<file path="src/rtl/fifo_row_loader_pkg.sv">
// Shared types and helpers for the preload row loader.
// Optional stall counter is enabled by FIFO_ROW_LOADER_STALL_CNT_EN (see top).
package fifo_row_loader_pkg;

    typedef enum logic [2:0] {
        IDLE,
        FILL,
        LOAD,
        STREAM,
        DONE
    } loader_state_t;

    // Cycles needed to push a full row through a DEPTH-stage delay FIFO.
    function automatic int stream_len(input int depth);
        return 2 * depth - 1;
    endfunction

endpackage

</file>
<file path="src/rtl/fifo_row_loader_row_assembler.sv">
// Assembles one DEPTH-wide row from a serial element stream.
// row_full flags that the beat being accepted this cycle completes the row.
module row_assembler
    import fifo_row_loader_pkg::*;
#(
    parameter int DEPTH = 8,
    parameter int BITS  = 8
) (
    input  logic                   clk,
    input  logic                   rst_n,
    input  logic                   accept,
    input  logic                   clear,
    input  logic signed [BITS-1:0] data,
    output logic signed [BITS-1:0] row_d [DEPTH-1:0],
    output logic                   row_full
);

    localparam int            CW       = $clog2(DEPTH);
    localparam logic [CW-1:0] COL_LAST = CW'(DEPTH - 1);

    logic [CW-1:0] col;

    always_ff @(posedge clk or negedge rst_n) begin
        if (!rst_n)
            col <= '0;
        else if (clear)
            col <= '0;
        else if (accept)
            col <= (col == COL_LAST) ? '0 : col + 1'b1;
    end

    assign row_full = accept && (col == COL_LAST);

    // One register per element; only the addressed slot captures a beat.
    for (genvar i = 0; i < DEPTH; i++) begin : g_elem
        localparam logic [CW-1:0] IDX = CW'(i);
        always_ff @(posedge clk or negedge rst_n) begin
            if (!rst_n)
                row_d[i] <= '0;
            else if (accept && (col == IDX))
                row_d[i] <= data;
        end
    end

endmodule

</file>
<file path="src/rtl/fifo_row_loader.sv">
// Feeds ROWS preload delay FIFOs: assembles rows, strobes them in, then drains.
// Define FIFO_ROW_LOADER_STALL_CNT_EN to count idle FILL cycles on stall_cnt.
module fifo_row_loader
    import fifo_row_loader_pkg::*;
#(
    parameter int DEPTH = 8,
    parameter int BITS  = 8,
    parameter int ROWS  = 8
) (
    input  logic                   clk,
    input  logic                   rst_n,
    input  logic                   start,
    input  logic                   in_valid,
    output logic                   in_ready,
    input  logic signed [BITS-1:0] in_data,
    output logic signed [BITS-1:0] row_d [DEPTH-1:0],
    output logic [ROWS-1:0]        fifo_wr,
    output logic                   fifo_en,
    output logic                   busy,
    output logic                   done,
    output logic [15:0]            stall_cnt
);

    localparam int            RW         = $clog2(ROWS);
    localparam int            DW         = $clog2(2 * DEPTH);
    localparam logic [RW-1:0] ROW_LAST   = RW'(ROWS - 1);
    localparam logic [DW-1:0] DRAIN_LAST = DW'(stream_len(DEPTH) - 1);

    loader_state_t state, state_nxt;
    logic [RW-1:0] row_cnt;
    logic [DW-1:0] drain_cnt;
    logic          start_acc;
    logic          accept;
    logic          row_full;

    assign start_acc = (state == IDLE) && start;
    assign accept    = (state == FILL) && in_valid;

    row_assembler #(
        .DEPTH (DEPTH),
        .BITS  (BITS)
    ) u_asm (
        .clk      (clk),
        .rst_n    (rst_n),
        .accept   (accept),
        .clear    (start_acc),
        .data     (in_data),
        .row_d    (row_d),
        .row_full (row_full)
    );

    always_ff @(posedge clk or negedge rst_n) begin
        if (!rst_n)
            state <= IDLE;
        else
            state <= state_nxt;
    end

    always_comb begin
        state_nxt = state;
        case (state)
            IDLE:    if (start) state_nxt = FILL;
            FILL:    if (row_full) state_nxt = LOAD;
            LOAD:    state_nxt = (row_cnt == ROW_LAST) ? STREAM : FILL;
            STREAM:  if (drain_cnt == DRAIN_LAST) state_nxt = DONE;
            DONE:    state_nxt = IDLE;
            default: state_nxt = IDLE;
        endcase
    end

    always_ff @(posedge clk or negedge rst_n) begin
        if (!rst_n)
            row_cnt <= '0;
        else if (start_acc)
            row_cnt <= '0;
        else if (state == LOAD)
            row_cnt <= (row_cnt == ROW_LAST) ? '0 : row_cnt + 1'b1;
    end

    // Drain counter idles at zero so every STREAM starts a fresh count.
    always_ff @(posedge clk or negedge rst_n) begin
        if (!rst_n)
            drain_cnt <= '0;
        else if (state != STREAM)
            drain_cnt <= '0;
        else
            drain_cnt <= drain_cnt + 1'b1;
    end

    always_comb begin
        fifo_wr = '0;
        if (state == LOAD)
            fifo_wr[row_cnt] = 1'b1;
    end

    assign in_ready = (state == FILL);
    assign fifo_en  = (state == STREAM);
    assign busy     = (state != IDLE);
    assign done     = (state == DONE);

`ifdef FIFO_ROW_LOADER_STALL_CNT_EN
    logic [15:0] stall_q;

    always_ff @(posedge clk or negedge rst_n) begin
        if (!rst_n)
            stall_q <= '0;
        else if (start_acc)
            stall_q <= '0;
        else if ((state == FILL) && !in_valid && (stall_q != 16'hFFFF))
            stall_q <= stall_q + 16'd1;
    end

    assign stall_cnt = stall_q;
`else
    assign stall_cnt = '0;
`endif

endmodule

</file>
<file path="config.mk">
export PLATFORM = sky130hd
export DESIGN_NAME = fifo_row_loader
export DESIGN_NICKNAME = d
export VERILOG_FILES = /design/src/rtl/fifo_row_loader_pkg.sv /design/src/rtl/fifo_row_loader_row_assembler.sv /design/src/rtl/fifo_row_loader.sv
export SDC_FILE = /design/constraint.sdc
export NUM_CORES = 1
export LEC_CHECK = 0
export BUFFER_PORTS_ARGS = -buffer_cell sky130_fd_sc_hd__buf_4
export CAP_MARGIN = 10
export CORE_MARGIN = 2
export CORE_UTILIZATION = 55
export DETAILED_ROUTE_END_ITERATION = 8
export PLACE_DENSITY = 0.9
export SYNTH_ARGS = -nofsm -noshare
export SYNTH_HDL_FRONTEND = slang
export SYNTH_SLANG_ARGS = --single-unit
</file>
<file path="constraint.sdc">
create_clock -name clk -period 5.6 [get_ports clk]
set_clock_uncertainty 0.2 [all_clocks]
set_input_delay 0.56 -clock clk [delete_from_list [all_inputs] [get_ports clk]]
set_output_delay 0.56 -clock clk [all_outputs]
set_load 0.03 [all_outputs]
</file>
Word level (Yosys, flattened, before mapping)
Index checks and enable logic that the tools add are counted.
{ "classes": {"n_bitwise": 0, "n_mux": 15, "reduce_logical": 17, "div": 0, "shift": 0, "n_mul": 0, "eq_ne": 17, "n_addsub": 3, "order_cmp": 2} }
{ "op_table": {"columns": ["op", "count"], "rows": [
  ["3-bit two-way mux", 9],
  ["3-bit equality test (second input constant)", 6],
  ["3-bit by 2-bit equality test with 1-bit output (second input constant)", 4],
  ["3-bit one-hot mux with 4 select lines", 1],
  ["1-bit logical AND", 11],
  ["8-bit two-way mux", 1],
  ["3-bit by 1-bit adder with 3-bit output (second input constant)", 2],
  ["3-bit by 1-bit equality test with 1-bit output (second input constant)", 2],
  ["3-bit logical NOT", 2],
  ["4-bit by 1-bit adder with 4-bit output (second input constant)", 1],
  ["4-bit equality test (second input constant)", 1],
  ["3-bit by 4-bit less-than comparator with 1-bit output (second input constant)", 1],
  ["4-bit two-way mux", 1],
  ["2-bit by 1-bit inequality test with 1-bit output (second input constant)", 2],
  ["2-bit nonzero test", 2],
  ["1-bit demux with 3-bit select", 1],
  ["3-bit by 1-bit >= comparator with 1-bit output (second input constant)", 1],
  ["3-bit by 2-bit inequality test with 1-bit output (second input constant)", 1],
  ["3-bit AND reduction", 1],
  ["3-bit nonzero test", 1],
  ["2-bit two-way mux", 1],
  ["2-bit inequality test (second input constant)", 1],
  ["1-bit two-way mux", 1]
]} }
{ "totals": {"output_inout_bits": 92, "in_bits": 12, "n_memories": 0, "ramBits": 0, "regBits": 77, "mem_bits_ro": 0, "latchBits": 0} }

Logic depth before layout (Yosys ltp)
{ "depth": {"word_depth": 5, "ltp_mapped": 5, "mapped_depth_nobuf": 5} }

Modules after synthesis
Synthesis repeated with hierarchy kept, for this count alone.
{ "unflattened": {"hier_cells": 240, "hier_area_um2": 3462.1} }
{ "by_module_without_submodules": {"columns": ["mod", "area_each_um2", "n_inst", "seq_area_each_um2", "cells_per_inst"], "rows": [
  ["row_assembler", 2697.6, 1, 1676.6, 160],
  ["fifo_row_loader", 764.5, 1, 250.2, 80]
]} }

Least setup slack after synthesis
No wires, ideal clock.
{ "synth_timing": {"kind": "flip-flop to output port", "start": "register state[1]", "end": "output fifo_wr[0]", "required_time_ns": 4.840, "stages_incl_launch_ff": 5, "n_path_buf": 1, "setup_slack_ns": 3.080, "t_arrival_ns": 1.760, "path_cell_list": "dfrtp_1 buf_2 nor3b_1 nand2b_1 nor3_1"} }
{ "synth_between": {"elab_chain_cells": 2} }
{ "synth_rtl": {"columns": ["item", "line_no", "text"], "rows": [
  ["start, declared", "fifo_row_loader.sv:29", "loader_state_t state, state_nxt;"],
  ["start signal, assigned", "fifo_row_loader.sv:56", "state <= state_nxt;"],
  ["3-bit by 2-bit equality test with 1-bit output", "fifo_row_loader.sv:92", "if (state == LOAD)"],
  ["8-bit two-way mux", "fifo_row_loader.sv:92", null],
  ["end, declared", "fifo_row_loader.sv:17", "output logic [ROWS-1:0] fifo_wr,"]
]} }
No other way between the ends.

Worst setup path in the final report
{ "layout_timing": {"start": "register state[2]", "end": "output fifo_wr[1]"} }
Same word-level chain as after synthesis.

==> results.yml <==
placement:
  place_inst: 400
  gp_congestion: 0.850
  pre_cts_slack_ns: 3.17
  port-buffer-count: 87
  dp_hpwl_mm: 5.03
timing:
  worst_pin_slew_ns: 0.928
  layout_setup_ws_ns: 2.78
  max_freq_mhz: 354
  setup_viol: 0
  slew_viol_final: 0
  setup_tns_ns: 0
  hold_slack_ns: 0.161
  hold_violations: 0
  relSlewSlack: 0.381
  rsz0062_at_grt: "no"
  period_share: 0.504
  fin_crit_ns: 2.82
setup_path:
  arrival_ns: 2.06
  cpMaxStageDelayCell: "dfrtp_1"
  critical_path_required_ns: 4.84
  path_max_fanout: 16
  critPathMaxStageDelay_ns: 0.57
  critical_path_class: "reg -> out"
  crit_chain: "nor3b_1 -> nand2_1 -> nor3_1 -> buf_4"
  critical_path_buf_inv_count: 1
  cp-start-kind: "register"
  critPathTopFamily: "simple AND/OR/NAND/NOR gates"
  cp-end-kind: "primary output"
synth:
  syn_avg_cell_area_sq_um: 13.9
  synth_edf_count: 0
  synthFlopType: "dfrtp_1"
  synthDistinctLibCells: 35
  yosysTopAreaCell: "dfrtp_1"
  async_flop_share: 1.00
  syn-cell-area_sq_um: 3390
  synth_seq_area_share: 0.568
  synth_seq_cells: 77
  yosys_warnings: 0
  synthTopCellsByArea: "dfrtp_1, mux2_2, ha_1"
  syn_inst: 244
  synth.top_cell.area_share: 0.568
job:
  maxCapViolCount: 0
cells_and_area:
  insertedDiodeCount: 0
  layoutNonFillerInstCount: 416
  syn_to_final_growth_pct: 25.2
  drive_gt1_frac: 0.504
  mostFrequentLayoutCells: "buf_4, dfrtp_1, mux2_2"
  nFillCells: 417
  final_common_cell: "buf_4"
  final_nets: 358
clocking:
  clk-insertion-delay-late_ns: 0.34
  cts.reportedPaths.clkPinSlew_ns: 0.07
  cts_buffers: 9
  hold_buffers: 0
  post_cts.repair.setup_buffers: 0
  htreeDepth: 3
  cts_tree: "yes"
  post_cts_resized: 0
  cts_buffer_depth: 2
  ctsRootBufferMaster: "clkbuf_8"
  clock-sinks: 77
power:
  powerDensity_nw_per_um2: 639
  vdd_ir_drop_max_mv: 0.349
  p_leak_uw: 0.00211
floorplan:
  die_h_microns: 82.5
  ioPinCount: 104
  start_util: 0.570
  dieWidth_microns: 82.5
  core_area_sq_um: 5960
  floorplan.rows: 28
  die_area_sq_um: 6810
routing:
  dr.first_iter.drc_count: 104
  ant_nets: 0
  firstDrtPassIters: 5
  avgRoutedWirePerCell_microns: 17.1
  wl_mm: 7.10
  vias: 2195
  drc: 0
  viasPerCell: 5.28
global_route:
  grt_overflow: 0
  grt_pass1_vias: 2217
  grt_max_degree: 78
  antenna_found_initial: 0
  track_usage: 0.221
  grt_pass1_wl_mm: 11.1
min_path:
  hold_path_class: "in -> async"
status:
  status: "finished, final reports clean"
worst register-to-register path, stage by stage (launching register included):
cell and delay (ns):
dfrtp_1 0.57, and4bb_1 0.49, and3_1 0.50, mux2_2 0.40
flip-flops by register name, summed over array words and instances (netlist names):
signal,flops
state,3
drain_cnt,4
row_cnt,3
u_asm.col,3
u_asm.row_d,64
area by class of cell:
| cell class | count | area [sq um] | share of cell area |
|---|---|---|---|
| clock buffers | 14 | 183 | 0.0430 |
| clock inverters | 2 | 13.8 | 0.00324 |
| inverters | 6 | 22.5 | 0.00530 |
| multi-input cells | 155 | 1360 | 0.319 |
| flip-flops and latches | 77 | 1930 | 0.454 |
| well taps | 75 | 93.8 | 0.0221 |
| repair buffers | 87 | 653 | 0.154 |
final timing paths:
path	cells past startpoint	slack, ns	from	endpoint
worst max register to register	3	3.32	state[2]$_DFFE_PN0P_	u_asm.row_d[46]$_DFFE_PN0P_
worst min-delay path	1	0.16	rst_n	u_asm.row_d[18]$_DFFE_PN0P_
max in group asynchronous	1	4.44	rst_n	u_asm.row_d[37]$_DFFE_PN0P_
worst max-delay path	4	2.78	state[2]$_DFFE_PN0P_	fifo_wr[1]
min in group clk	1	0.29	drain_cnt[0]$_DFF_PN0_	drain_cnt[0]$_DFF_PN0_
worst min register to register	1	0.29	drain_cnt[0]$_DFF_PN0_	drain_cnt[0]$_DFF_PN0_
synth_stat cells, types with 2 or more instances:
library cell and n:
dfrtp_1 77, nor3b_4 2, nor3_1 2, nand2_1 7, nor2_1 14, o21ai_0 2, nor3b_1 2, a21oi_1 2
a22o_1 3, nand2b_1 5, inv_1 6, ha_1 10, nand3b_1 4, buf_2 4, buf_4 16, or3_1 4
nand3_1 3, mux2_2 64
through the flow:
step                      power, uW  area [sq um]   util
after floorplan                1820          3450      -
after global placement         2280          4050  0.680
after detailed placement       2330          4050  0.680
after CTS                      2740          4250  0.713
after global routing           2870          4250  0.713
final                          2710          4250  0.713
cells by family after synthesis:
group,Yosys count,synth area share
other,1,0.00111
xor gates and xnor gates,2,0.00516
AOI/OAI and AO/OA,10,0.0214
buffers and inverters,27,0.0494
muxes,64,0.212
and+or+nand+nor,53,0.106
adders and majority gates,10,0.0369
DFF,77,0.568
power breakdown:
group | internal (uW) | switching (uW) | leakage, uW
Clock | 211 | 187 | 0.000103
Combinational | 557 | 778 | 0.00103
Sequential | 805 | 176 | 0.000979
Total | 1570 | 1140 | 0.00212
per-layer routing:
layer	track usage	share of wire
met5	0	0
met4	0.0459	0.0024
met3	0.0739	0.084
met2	0.358	0.49
met1	0.292	0.43
(Power assumes the default switching activity.)
